## src/rtl/maxpool_idx.sv

```systemverilog
// 2x2 max-pooling with argmax index over a 2*SIZE x 2*SIZE raster-order frame.
// Emits one pooled value and its window position per window, in row-major order.
module maxpool_idx #(
    parameter int SIZE = 8
) (
    input  logic               clk,
    input  logic               reset_n,
    input  logic               pool_start,
    input  logic               in_valid,
    input  logic signed [15:0] in_value,
    output logic signed [15:0] pooled_value,
    output logic [2:0]         history_value,
    output logic               out_valid,
    output logic               pool_end
);

    localparam int EDGE = 2 * SIZE;
    localparam int CW   = (EDGE > 2) ? $clog2(EDGE) : 1;
    localparam int BW   = (SIZE > 1) ? $clog2(SIZE) : 1;

    typedef enum logic [1:0] {IDLE, RUN, DONE} state_t;

    state_t             state, state_next;
    logic [CW-1:0]      row, col;
    logic [BW-1:0]      slot;
    logic signed [15:0] buf_val [SIZE];
    logic               buf_idx [SIZE];
    logic signed [15:0] temp_val;
    logic               accept, last_pixel;
    logic signed [15:0] cand_val, win_val;
    logic [1:0]         cand_idx, win_idx;

    assign accept     = pool_start && in_valid && (state != DONE);
    assign last_pixel = accept && (row == CW'(EDGE - 1)) && (col == CW'(EDGE - 1));
    assign slot       = BW'(col >> 1);

    always_ff @(posedge clk or negedge reset_n) begin
        if (!reset_n)
            state <= IDLE;
        else
            state <= state_next;
    end

    always_comb begin
        state_next = state;
        case (state)
            IDLE: if (pool_start) state_next = RUN;
            RUN: begin
                if (!pool_start)
                    state_next = IDLE;
                else if (last_pixel)
                    state_next = DONE;
            end
            DONE: if (!pool_start) state_next = IDLE;
            default: state_next = IDLE;
        endcase
    end

    // Strict '>' keeps the lower index on ties, both inside the odd row and against the buffer.
    always_comb begin
        cand_val = temp_val;
        cand_idx = 2'd2;
        if (in_value > temp_val) begin
            cand_val = in_value;
            cand_idx = 2'd3;
        end
        win_val = cand_val;
        win_idx = cand_idx;
        if (buf_val[slot] >= cand_val) begin
            win_val = buf_val[slot];
            win_idx = {1'b0, buf_idx[slot]};
        end
    end

    always_ff @(posedge clk or negedge reset_n) begin
        if (!reset_n) begin
            row           <= '0;
            col           <= '0;
            pooled_value  <= '0;
            history_value <= '0;
            out_valid     <= 1'b0;
            pool_end      <= 1'b0;
        end else begin
            out_valid <= 1'b0;
            if (!pool_start) begin
                row      <= '0;
                col      <= '0;
                pool_end <= 1'b0;
            end else if (accept) begin
                if (col == CW'(EDGE - 1)) begin
                    col <= '0;
                    row <= (row == CW'(EDGE - 1)) ? '0 : row + 1'b1;
                end else begin
                    col <= col + 1'b1;
                end
                if (row[0] && col[0]) begin
                    pooled_value  <= win_val;
                    history_value <= {1'b0, win_idx};
                    out_valid     <= 1'b1;
                end
                if (last_pixel)
                    pool_end <= 1'b1;
            end
        end
    end

    // Even rows park the running top-row winner per window; odd rows hold the left pixel.
    always_ff @(posedge clk) begin
        if (accept) begin
            if (!row[0]) begin
                if (!col[0]) begin
                    buf_val[slot] <= in_value;
                    buf_idx[slot] <= 1'b0;
                end else if (in_value > buf_val[slot]) begin
                    buf_val[slot] <= in_value;
                    buf_idx[slot] <= 1'b1;
                end
            end else if (!col[0]) begin
                temp_val <= in_value;
            end
        end
    end

endmodule

```

## config.mk

```make
export PLATFORM = sky130hd
export DESIGN_NAME = maxpool_idx
export DESIGN_NICKNAME = d
export VERILOG_FILES = /design/src/rtl/maxpool_idx.sv
export SDC_FILE = /design/constraint.sdc
export NUM_CORES = 1
export LEC_CHECK = 0
export CORE_MARGIN = 2
export CORE_UTILIZATION = 51
export DETAILED_ROUTE_END_ITERATION = 8
export PLACE_DENSITY = 0.79
export SLEW_MARGIN = 10
export SYNTH_ARGS = -nofsm -noshare
export SYNTH_HDL_FRONTEND = slang
export SYNTH_SLANG_ARGS = --single-unit
export TNS_END_PERCENT = 30
```

## constraint.sdc

```tcl
create_clock -name clk -period 13.8 [get_ports clk]
set_input_delay 1.38 -clock clk [delete_from_list [all_inputs] [get_ports clk]]
set_output_delay 1.38 -clock clk [all_outputs]
set_load 0.005 [all_outputs]
```

==> impl_metrics.tcl <==
set metrics [dict create \
    rsz0062_at_grt "false" \
    grt_pass1_wl_mm 30.5 \
    finalInstanceArea_sq_um 9920 \
    core_sq_um 16600 \
    fin_skew_ns 0.0103 \
    crit_path_top_delay_cell "a21bo_2" \
    total_power_mw 1.25 \
    whs_endpoint "state[0]" \
    p_seq_share_pct 48.5 \
    ant_nets 0 \
    synth_top_area_cell "edfxtp_1" \
    track_usage_pct 22.5 \
    syn_nets 693 \
    rows 47 \
    combPwrFrac_pct 11.4 \
    drt_iter0_markers 571 \
    syn_avg_cell_area_sq_um 13.9 \
    hold_violations 0 \
    dieArea_sq_um 18000 \
    async_reset_ff_share_pct 16.5 \
    drive_gt1_share_pct 15.8 \
    endpoint_kind "register" \
    max_clock_freq_ghz 0.153 \
    maxSlewViolCount 0 \
    gp_routability_congestion 0.928 \
    multi_input_area_sq_um 3080 \
    final_nets 736 \
    syn_to_final_growth_pct 14.7 \
    routed_wirelength_mm 19.4 \
    ys_seq_elements 182 \
    ff_latch_area_sq_um 5320 \
    postLayoutCoreUtil_pct 59.8 \
    hold_path_class "register to register" \
    power_switching_mw 0.315 \
    tns_ns 0 \
    period_needed_ns 6.53 \
    worstPathMaxFanout 30 \
    grt_start_max_net_pins 48 \
    drc_errors 0 \
    tightest_slew_ns 1.10 \
    cts_setup_buffers 0 \
    clkPwrFrac_pct 40.0 \
    wl_met1_mm 8.20 \
    holdBufCountCts 0 \
    synthCells 623 \
    cts_buffers 17 \
    start_util_pct 52.2 \
    synth_area_sq_um 8650 \
    vias 5572 \
    slowest_delay_ns 0.78 \
    hold_start "state[0]" \
    setup_violations 0 \
    wl_per_cell_um 21.6 \
    port_buffers 39 \
    antenna_found_initial 0 \
    outcome "finished clean" \
    clock_latency_ns 0.44 \
    post_cts_resized 0 \
    gr-total-overflow 0 \
    worst-setup-path-type "input pin to register" \
    synth_edf_count 152 \
    synth_top_area_share_pct 52.8 \
    io_pins 41 \
    synthFlopType "edfxtp_1" \
    root_buffer "clkbuf_16" \
    cap_violations 0 \
    r2r_setup_slack_ns 7.91 \
    max-slew-margin-rel_pct 26.8 \
    via_per_inst 6.20 \
    synth_commonest_cells "edfxtp_1 (152), nand2_1 (52), ha_1 (50)" \
    top_layer "met4" \
    peakVddDrop_v 0.000122 \
    path_cells "clkdlybuf4s50_1, ha_1, nand4_1, nor4_1, a21oi_1, a21bo_2, a22oi_1, ha_1, nand4_1, nor3_1, a21boi_1, or4_4, mux2i_2, o31ai_1, a31o_2" \
    p_leak_nw 3.60 \
    hpwlAfterDp_mm 12.7 \
    cts_tree "done" \
    sw_frac_of_total_pct 25.3 \
    path_clk_slew_ns 0.07 \
    internal_power_mw 0.931 \
    crit_required_ns 14.12 \
    first_pass_iters 5 \
    ys_warn_count 0 \
    fill_cells 1280 \
    synth_area_leaders "edfxtp_1 (53%), dfrtp_1 (8.7%), ha_1 (7.2%), mux4_2 (5.7%), nand2_1 (2.3%)" \
    r2r_end "buf_val[4][7]" \
    cp-start-kind "input pin" \
    arrival_ns 6.85 \
    finalCritPeriodShare_pct 47.3 \
    postPlaceCellArea_sq_um 9320 \
    antenna_cells 0 \
    met3_length_mm 1.24 \
    yosysMostFrequentCell "edfxtp_1" \
    hold_depth 1 \
    cts_buffer_depth 2 \
    clock_sinks 182 \
    powerDensity_nw_per_um2 126 \
    worstReg2RegStart "col[1]" \
    die_y_um 134 \
    r2r_cells 14 \
    ys_seq_area_share_pct 61.4 \
    pre_cts_ws_ns 7.00 \
    ys_types 57 \
    fp.dieW_um 134 \
    htreeDepth 4 \
    first_global_vias 5552 \
    setup_ws_ns 7.27 \
    wl_met2_mm 9.46 \
]
[worst max path at each step]
stage	startpoint	endpoint	slack, ns	cells after the start
finish	in_value[11]	pooled_value[0]	7.27	15
global route	in_value[11]	history_value[0]	6.92	15
CTS	in_value[11]	pooled_value[0]	7.44	15
detailed placement	in_value[11]	pooled_value[0]	7.00	15
global placement	in_value[9]	pooled_value[13]	7.18	16
floorplan	in_value[9]	pooled_value[1]	8.73	18
[state kept, by name, summed over array words and instances (netlist names)]
name,flops
pooled_value,16
buf_idx,8
col,4
history_value,2
out_valid,1
temp_val,16
buf_val,128
pool_end,1
row,4
state,2
[power groups by stage]
stage / combinational [mW] / clock, mW / sequential [mW]
finish: 0.143 / 0.499 / 0.604
global route: 0.158 / 0.524 / 0.604
CTS: 0.141 / 0.502 / 0.604
detailed placement: 0.140 / 0 / 0.616
global placement: 0.135 / 0 / 0.615
floorplan: 0.0961 / 0 / 0.616
[layout make-up]
type / count / share of cell area [%]
Clock buffer: 17 / 4.29
Clock inverter: 15 / 1.80
Inverter: 40 / 1.51
Multi-Input combinational cell: 372 / 31.0
Sequential cell: 182 / 53.6
Tap cell: 220 / 2.77
Timing Repair Buffer: 53 / 4.99
[layout by cell type, fill, tap and decap left out, drive strengths merged, types with 16 or more instances in the layout]
cell type      count
mux4              22
clkbuf            17
nor2              16
a221oi            21
clkdlybuf4s50     39
dfrtp             30
a21oi             25
mux2              17
edfxtp           152
nand2             52
and2              17
o21ai             38
inv               48
ha                50
a22oi             20
[critical path: cells and delay by family]
| family | cells | cell delay, ns |
|---|---|---|
| adders and majority gates | 2 | 0.89 |
| AOI/OAI and AO/OA | 6 | 2.01 |
| buffers and inverters | 1 | 0.66 |
| and+or+nand+nor | 5 | 1.26 |
| muxes | 1 | 0.66 |
[metal layers]
layer,up-vias,track usage (%)
li1,2504,-
met4,0,8.13
met5,-,0
met2,217,35.9
met3,37,4.76
met1,2814,30.7
[per-stage QoR]
stage                     cells  hold WS (ns)
after floorplan             623         0.428
after global placement      867         0.444
after detailed placement    867         0.456
after CTS                   899         0.464
after global routing        899         0.478
final                       899         0.468
[cell families (layout without fill, tap and decap cells)]
family / after synthesis / in the layout / share of synthesized area [%]
AOI/OAI and AO/OA: 140 / 140 / 11.2
xor gates and xnor gates: 2 / 2 / 0.202
adders and majority gates: 50 / 50 / 7.23
buffers and inverters: 69 / 125 / 3.49
DFF: 182 / 182 / 61.4
muxes: 46 / 46 / 8.84
other: 1 / 1 / 0.0433
and+or+nand+nor: 133 / 133 / 7.56
(Power assumes the default switching activity.)
